--- src/rtl/spi_req_arbiter.sv ---
// Round-robin arbiter that shares one m_spi register-access master between
// NREQ requesters; one event pulse per accepted request, response with timeout.
module spi_req_arbiter #(
    parameter int NREQ        = 4,
    parameter int AWIDTH      = 15,
    parameter int DWIDTH      = 8,
    parameter int TIMEOUT_CYC = 4096,
    parameter int GAP_CYC     = 8
) (
    input  logic                     user_clk,
    input  logic                     user_rst,
    input  logic [NREQ-1:0]          i_req_vld,
    output logic [NREQ-1:0]          o_req_rdy,
    input  logic [NREQ-1:0]          i_req_rw,
    input  logic [NREQ*AWIDTH-1:0]   i_req_addr,
    input  logic [NREQ*DWIDTH-1:0]   i_req_wdata,
    output logic [NREQ-1:0]          o_rsp_vld,
    output logic [DWIDTH-1:0]        o_rsp_data,
    output logic                     o_rsp_err,
    output logic                     o_busy,
    output logic                     o_spi_rd_evt,
    output logic                     o_spi_wr_evt,
    output logic [AWIDTH-1:0]        o_spi_addr,
    output logic [DWIDTH-1:0]        o_spi_wr_data,
    input  logic                     i_spi_rd_evt,
    input  logic [DWIDTH-1:0]        i_spi_rd_data,
    input  logic                     i_spi_done_evt
);

    localparam int unsigned PTR_W = (NREQ > 1) ? $clog2(NREQ) : 1;
    localparam int unsigned TO_W  = $clog2(TIMEOUT_CYC + 1);
    localparam int unsigned GAP_W = $clog2(GAP_CYC + 2);

    typedef enum logic [2:0] {
        ST_IDLE,
        ST_ISSUE,
        ST_WAIT,
        ST_RESP,
        ST_GAP
    } state_t;

    state_t              state;
    logic [PTR_W-1:0]    ptr;
    logic [PTR_W-1:0]    owner;
    logic                cap_rw;
    logic [TO_W-1:0]     to_cnt;
    logic [GAP_W-1:0]    gap_cnt;
    logic                rd_seen;
    logic                done_seen;
    logic [DWIDTH-1:0]   rd_data_q;

    logic [PTR_W-1:0]    grant;
    logic                grant_vld;
    logic [PTR_W:0]      scan_idx;
    logic                sel_rw;
    logic [AWIDTH-1:0]   sel_addr;
    logic [DWIDTH-1:0]   sel_wdata;
    logic                rd_any;
    logic                done_any;
    logic                complete;

    // Scan from the pointer upward; iterating downward lets the nearest requester win.
    always_comb begin
        grant     = '0;
        grant_vld = 1'b0;
        scan_idx  = '0;
        for (int i = NREQ - 1; i >= 0; i--) begin
            scan_idx = {1'b0, ptr} + (PTR_W + 1)'(i);
            if (scan_idx >= (PTR_W + 1)'(NREQ)) begin
                scan_idx = scan_idx - (PTR_W + 1)'(NREQ);
            end
            if (i_req_vld[scan_idx[PTR_W-1:0]]) begin
                grant     = scan_idx[PTR_W-1:0];
                grant_vld = 1'b1;
            end
        end
    end

    // Payload of the granted requester.
    always_comb begin
        sel_rw    = 1'b0;
        sel_addr  = '0;
        sel_wdata = '0;
        for (int k = 0; k < NREQ; k++) begin
            if (grant == PTR_W'(k)) begin
                sel_rw    = i_req_rw[k];
                sel_addr  = i_req_addr[k*AWIDTH +: AWIDTH];
                sel_wdata = i_req_wdata[k*DWIDTH +: DWIDTH];
            end
        end
    end

    assign o_req_rdy = (state == ST_IDLE && grant_vld && !user_rst)
                       ? (NREQ'(1) << grant) : '0;

    // Completion includes events arriving this cycle, so no extra latency.
    assign rd_any   = rd_seen | i_spi_rd_evt;
    assign done_any = done_seen | i_spi_done_evt;
    assign complete = cap_rw ? done_any : (rd_any & done_any);

    always_ff @(posedge user_clk) begin
        if (user_rst) begin
            state         <= ST_IDLE;
            ptr           <= '0;
            owner         <= '0;
            cap_rw        <= 1'b0;
            to_cnt        <= '0;
            gap_cnt       <= '0;
            rd_seen       <= 1'b0;
            done_seen     <= 1'b0;
            rd_data_q     <= '0;
            o_rsp_vld     <= '0;
            o_rsp_data    <= '0;
            o_rsp_err     <= 1'b0;
            o_busy        <= 1'b0;
            o_spi_rd_evt  <= 1'b0;
            o_spi_wr_evt  <= 1'b0;
            o_spi_addr    <= '0;
            o_spi_wr_data <= '0;
        end else begin
            o_spi_rd_evt <= 1'b0;
            o_spi_wr_evt <= 1'b0;
            o_rsp_vld    <= '0;
            o_rsp_data   <= '0;
            o_rsp_err    <= 1'b0;
            case (state)
                ST_IDLE: begin
                    if (grant_vld) begin
                        owner         <= grant;
                        cap_rw        <= sel_rw;
                        o_spi_addr    <= sel_addr;
                        o_spi_wr_data <= sel_wdata;
                        ptr           <= (grant == PTR_W'(NREQ - 1)) ? '0 : grant + 1'b1;
                        o_spi_wr_evt  <= sel_rw;
                        o_spi_rd_evt  <= !sel_rw;
                        o_busy        <= 1'b1;
                        state         <= ST_ISSUE;
                    end
                end
                ST_ISSUE: begin
                    to_cnt    <= '0;
                    rd_seen   <= 1'b0;
                    done_seen <= 1'b0;
                    state     <= ST_WAIT;
                end
                ST_WAIT: begin
                    if (i_spi_rd_evt) begin
                        rd_seen   <= 1'b1;
                        rd_data_q <= i_spi_rd_data;
                    end
                    if (i_spi_done_evt) begin
                        done_seen <= 1'b1;
                    end
                    if (complete) begin
                        o_rsp_vld  <= NREQ'(1) << owner;
                        o_rsp_data <= cap_rw ? '0 : (i_spi_rd_evt ? i_spi_rd_data : rd_data_q);
                        state      <= ST_RESP;
                    end else if (to_cnt == TO_W'(TIMEOUT_CYC - 1)) begin
                        o_rsp_vld <= NREQ'(1) << owner;
                        o_rsp_err <= 1'b1;
                        state     <= ST_RESP;
                    end else begin
                        to_cnt <= to_cnt + 1'b1;
                    end
                end
                ST_RESP: begin
                    gap_cnt <= '0;
                    if (GAP_CYC == 0) begin
                        o_busy <= 1'b0;
                        state  <= ST_IDLE;
                    end else begin
                        state <= ST_GAP;
                    end
                end
                ST_GAP: begin
                    if (gap_cnt == GAP_W'(GAP_CYC - 1)) begin
                        o_busy <= 1'b0;
                        state  <= ST_IDLE;
                    end else begin
                        gap_cnt <= gap_cnt + 1'b1;
                    end
                end
                default: state <= ST_IDLE;
            endcase
        end
    end

endmodule

--- config.mk ---
export PLATFORM = sky130hd
export DESIGN_NAME = spi_req_arbiter
export DESIGN_NICKNAME = d
export VERILOG_FILES = /design/src/rtl/spi_req_arbiter.sv
export SDC_FILE = /design/constraint.sdc
export NUM_CORES = 1
export LEC_CHECK = 0
export ABC_AREA = 1
export CAP_MARGIN = 10
export CORE_MARGIN = 3
export CORE_UTILIZATION = 35
export DETAILED_ROUTE_END_ITERATION = 8
export PLACE_DENSITY_LB_ADDON = 0.3
export SYNTH_ARGS = -nofsm -noshare
export SYNTH_HDL_FRONTEND = slang
export SYNTH_SLANG_ARGS = --single-unit
export TNS_END_PERCENT = 10
--- constraint.sdc ---
create_clock -name user_clk -period 4.99 [get_ports user_clk]
set_input_delay 1.2475 -clock user_clk [delete_from_list [all_inputs] [get_ports user_clk]]
set_output_delay 1.2475 -clock user_clk [all_outputs]
set_load 0.01 [all_outputs]
==> impl_metrics.json <==
{
  "drc": 0,
  "worstReg2RegEnd": "o_spi_addr[2]",
  "wirelength_mm": 12.8,
  "final_util_pct": 54.1,
  "crit_fanout": 3,
  "ys.flop_type": "dfxtp_1",
  "tns_ns": 0,
  "row_count": 38,
  "fmax_ghz": 0.211,
  "worst_hold_slack_ns": 0.461,
  "numCtsBuffers": 9,
  "synth_edf_count": 0,
  "maxCapViolCount": 0,
  "finalPower_uw": 3640,
  "num_vias": 4468,
  "skew_ns": 0.00734,
  "clk_latency_ns": 0.33,
  "ys_ff_latch": 74,
  "crit_path_start_kind": "primary input",
  "dpl.hpwl_mm": 9.80,
  "hold_class": "flop to flop",
  "htreeDepth": 3,
  "synth_top_area_cell": "dfxtp_1",
  "grt_max_degree": 31,
  "yosysSeqAreaShare_pct": 36.5,
  "cts-root-buf": "clkbuf_16",
  "worstMarginPinSlew_ns": 0.553,
  "synth_warnings": 0,
  "setup-violations-final": 0,
  "yosysMostFrequentCell": "nand2_1",
  "rsz0062_at_grt": "no",
  "status": "complete, no violations",
  "synthCells": 624,
  "grt_use_total_pct": 20.1,
  "cellPowerDensity_nw_per_um2": 608,
  "nNetsFinal": 882,
  "fin_crit_sh_pct": 95.0,
  "min_period_ns": 4.74,
  "cts_max_path_buffers": 2,
  "coreArea_sq_um": 11100,
  "synth.distinct_cells": 37,
  "die_y_um": 114,
  "cp.arrival_ns": 3.49,
  "clk_pin_slew_ns": 0.06,
  "die_x_um": 114,
  "r2r_cells": 19,
  "grt_pass1_vias": 4427,
  "synth_top_area_share_pct": 36.5,
  "firstDrtPassIters": 5,
  "cts_tree": "yes",
  "min_to": "o_rsp_vld[0]",
  "final_max_slew_viol_count": 0,
  "reg2reg_slack_ns": 1.96,
  "antenna_found_initial": 0,
  "antenna_cells": 0,
  "grt-ovfl-total": 0,
  "drtAntennaViolNets": 0,
  "yosys-top-cells-count": "155 x nand2_1, 127 x nor2_1, 74 x dfxtp_1, 68 x a21oi_1, 35 x inv_1",
  "avgSynthCellArea_sq_um": 6.50,
  "finalHoldViolations": 0,
  "async_flop_share_pct": 0,
  "synth_area_leaders": "dfxtp_1 37%, nand2_1 14%, nor2_1 12%",
  "wl_per_cell_um": 14.1,
  "r2r_start": "ptr[0]",
  "p_leak_uw": 0.00248,
  "cts_sinks": 74,
  "critPathKind": "primary input to output pin",
  "drive_gt1_share_pct": 6.11,
  "globalplace.congestion": 0.930,
  "port_buffers": 154,
  "cp-end-kind": "output pin",
  "slew_headroom_pct": 63.0,
  "irDropWorstVdd_mv": 0.320,
  "die-area_sq_um": 12900,
  "area_growth_pct": 47.9,
  "critPathRequiredTime_ns": 3.74,
  "start_util_pct": 36.6,
  "synth_fp_nets": 742,
  "viasPerCell": 4.92,
  "syn_area_sq_um": 4060,
  "worstHoldPathCells": 1,
  "worstHoldStart": "owner[1]",
  "ios": 155,
  "drt_iter0_markers": 256,
  "grt_pass1_wl_mm": 20.9
}
## stage by stage
step	worst slack, ns	cells	area [sq um]
global route	0.0359	909	6000
CTS	0.172	909	5990
floorplan	0.987	624	4060
global placement	0.320	893	5660
finish	0.248	909	6000
detailed placement	0.190	893	5660
## worst max-delay path by stage
stage | startpoint | end | slack [ns] | cells after the start
floorplan | i_req_vld[0] | o_req_rdy[3] | 0.99 | 13
global placement | i_req_vld[0] | o_req_rdy[2] | 0.32 | 13
detailed placement | i_req_vld[1] | o_req_rdy[2] | 0.19 | 13
CTS | i_req_vld[1] | o_req_rdy[2] | 0.17 | 13
global route | i_req_vld[3] | o_req_rdy[3] | 0.04 | 13
finish | i_req_vld[1] | o_req_rdy[3] | 0.25 | 13
## layout by cell type (no fill, tap or decap), types with 3 or more instances in the layout
cell type        synthesis  final
a211oi_1                 8      8
a21oi_1                 68     68
buf_4                    4      9
clkbuf_16                0      9
clkdlybuf4s50_1          0    153
dfxtp_1                 74     74
ha_1                     6      6
inv_1                   35     35
inv_2                    3      3
mux2i_1                  8      8
nand2_1                155    155
nand2_2                  9      9
nand3_1                 30     30
nor2_1                 127    127
nor3_1                   6      6
nor4_1                   3      3
o21ai_0                 23     23
o21ai_1                 10      9
xor2_1                   7      7
## critical path, cell delays in order
cell,delay (ns)
clkdlybuf4s50_1,0.50
inv_1,0.05
nand2_1,0.05
nand2_1,0.11
o21ai_0,0.23
nand2_1,0.13
nand3_1,0.10
nand2_1,0.10
inv_1,0.10
ha_1,0.17
inv_1,0.06
nor2_1,0.09
clkdlybuf4s50_1,0.56
## repair_timing
item                                    CTS  global route
setup buffers                             0             0
hold buffers                              0             0
gates resized for setup                   0             2
endpoints found under the setup margin    0             2
## layout make-up
class                           count  area [sq um]
Fill cell                        1081          5080
Clock buffer                       10           239
Multi-Input combinational cell    477          2250
Sequential cell                    74          1480
Inverter                           39           151
Timing Repair Buffer              163          1610
Tap cell                          140           175
Clock inverter                      6          88.8
## per-layer routing
metal / global-route usage (%) / share of wire, % / vias to the layer above
met5: 0 / 0 / -
met4: 6.89 / 3.0 / 0
met3: 6.10 / 7.8 / 23
met2: 35.3 / 48 / 164
met1: 23.1 / 41 / 2002
li1: - / - / 2279
## where the power goes
part	internal (uW)	switching, uW	total, uW	leakage, uW
combinational	792	1340	2130	0.00172
clock	452	248	699	0.000155
sequential	729	85.2	814	0.000605
total	1970	1670	3640	0.00248
## cells by family after synthesis
logic type / count (synthesis) / synth area share (%)
xor gates and xnor gates: 9 / 1.94
muxes: 8 / 1.97
adders and majority gates: 6 / 1.85
buffers and inverters: 73 / 8.08
DFF: 74 / 36.5
and+or+nand+nor: 338 / 34.1
AOI/OAI and AO/OA: 116 / 15.5
## sequential cells by signal (all words and copies together) (netlist names), 2 cells and up
register	flops
gap_cnt	4
o_rsp_data	8
o_rsp_vld	4
o_spi_addr	15
o_spi_wr_data	8
owner	2
ptr	2
rd_data_q	8
state	3
to_cnt	13
No activity file was read; power rests on OpenSTA's default activity.
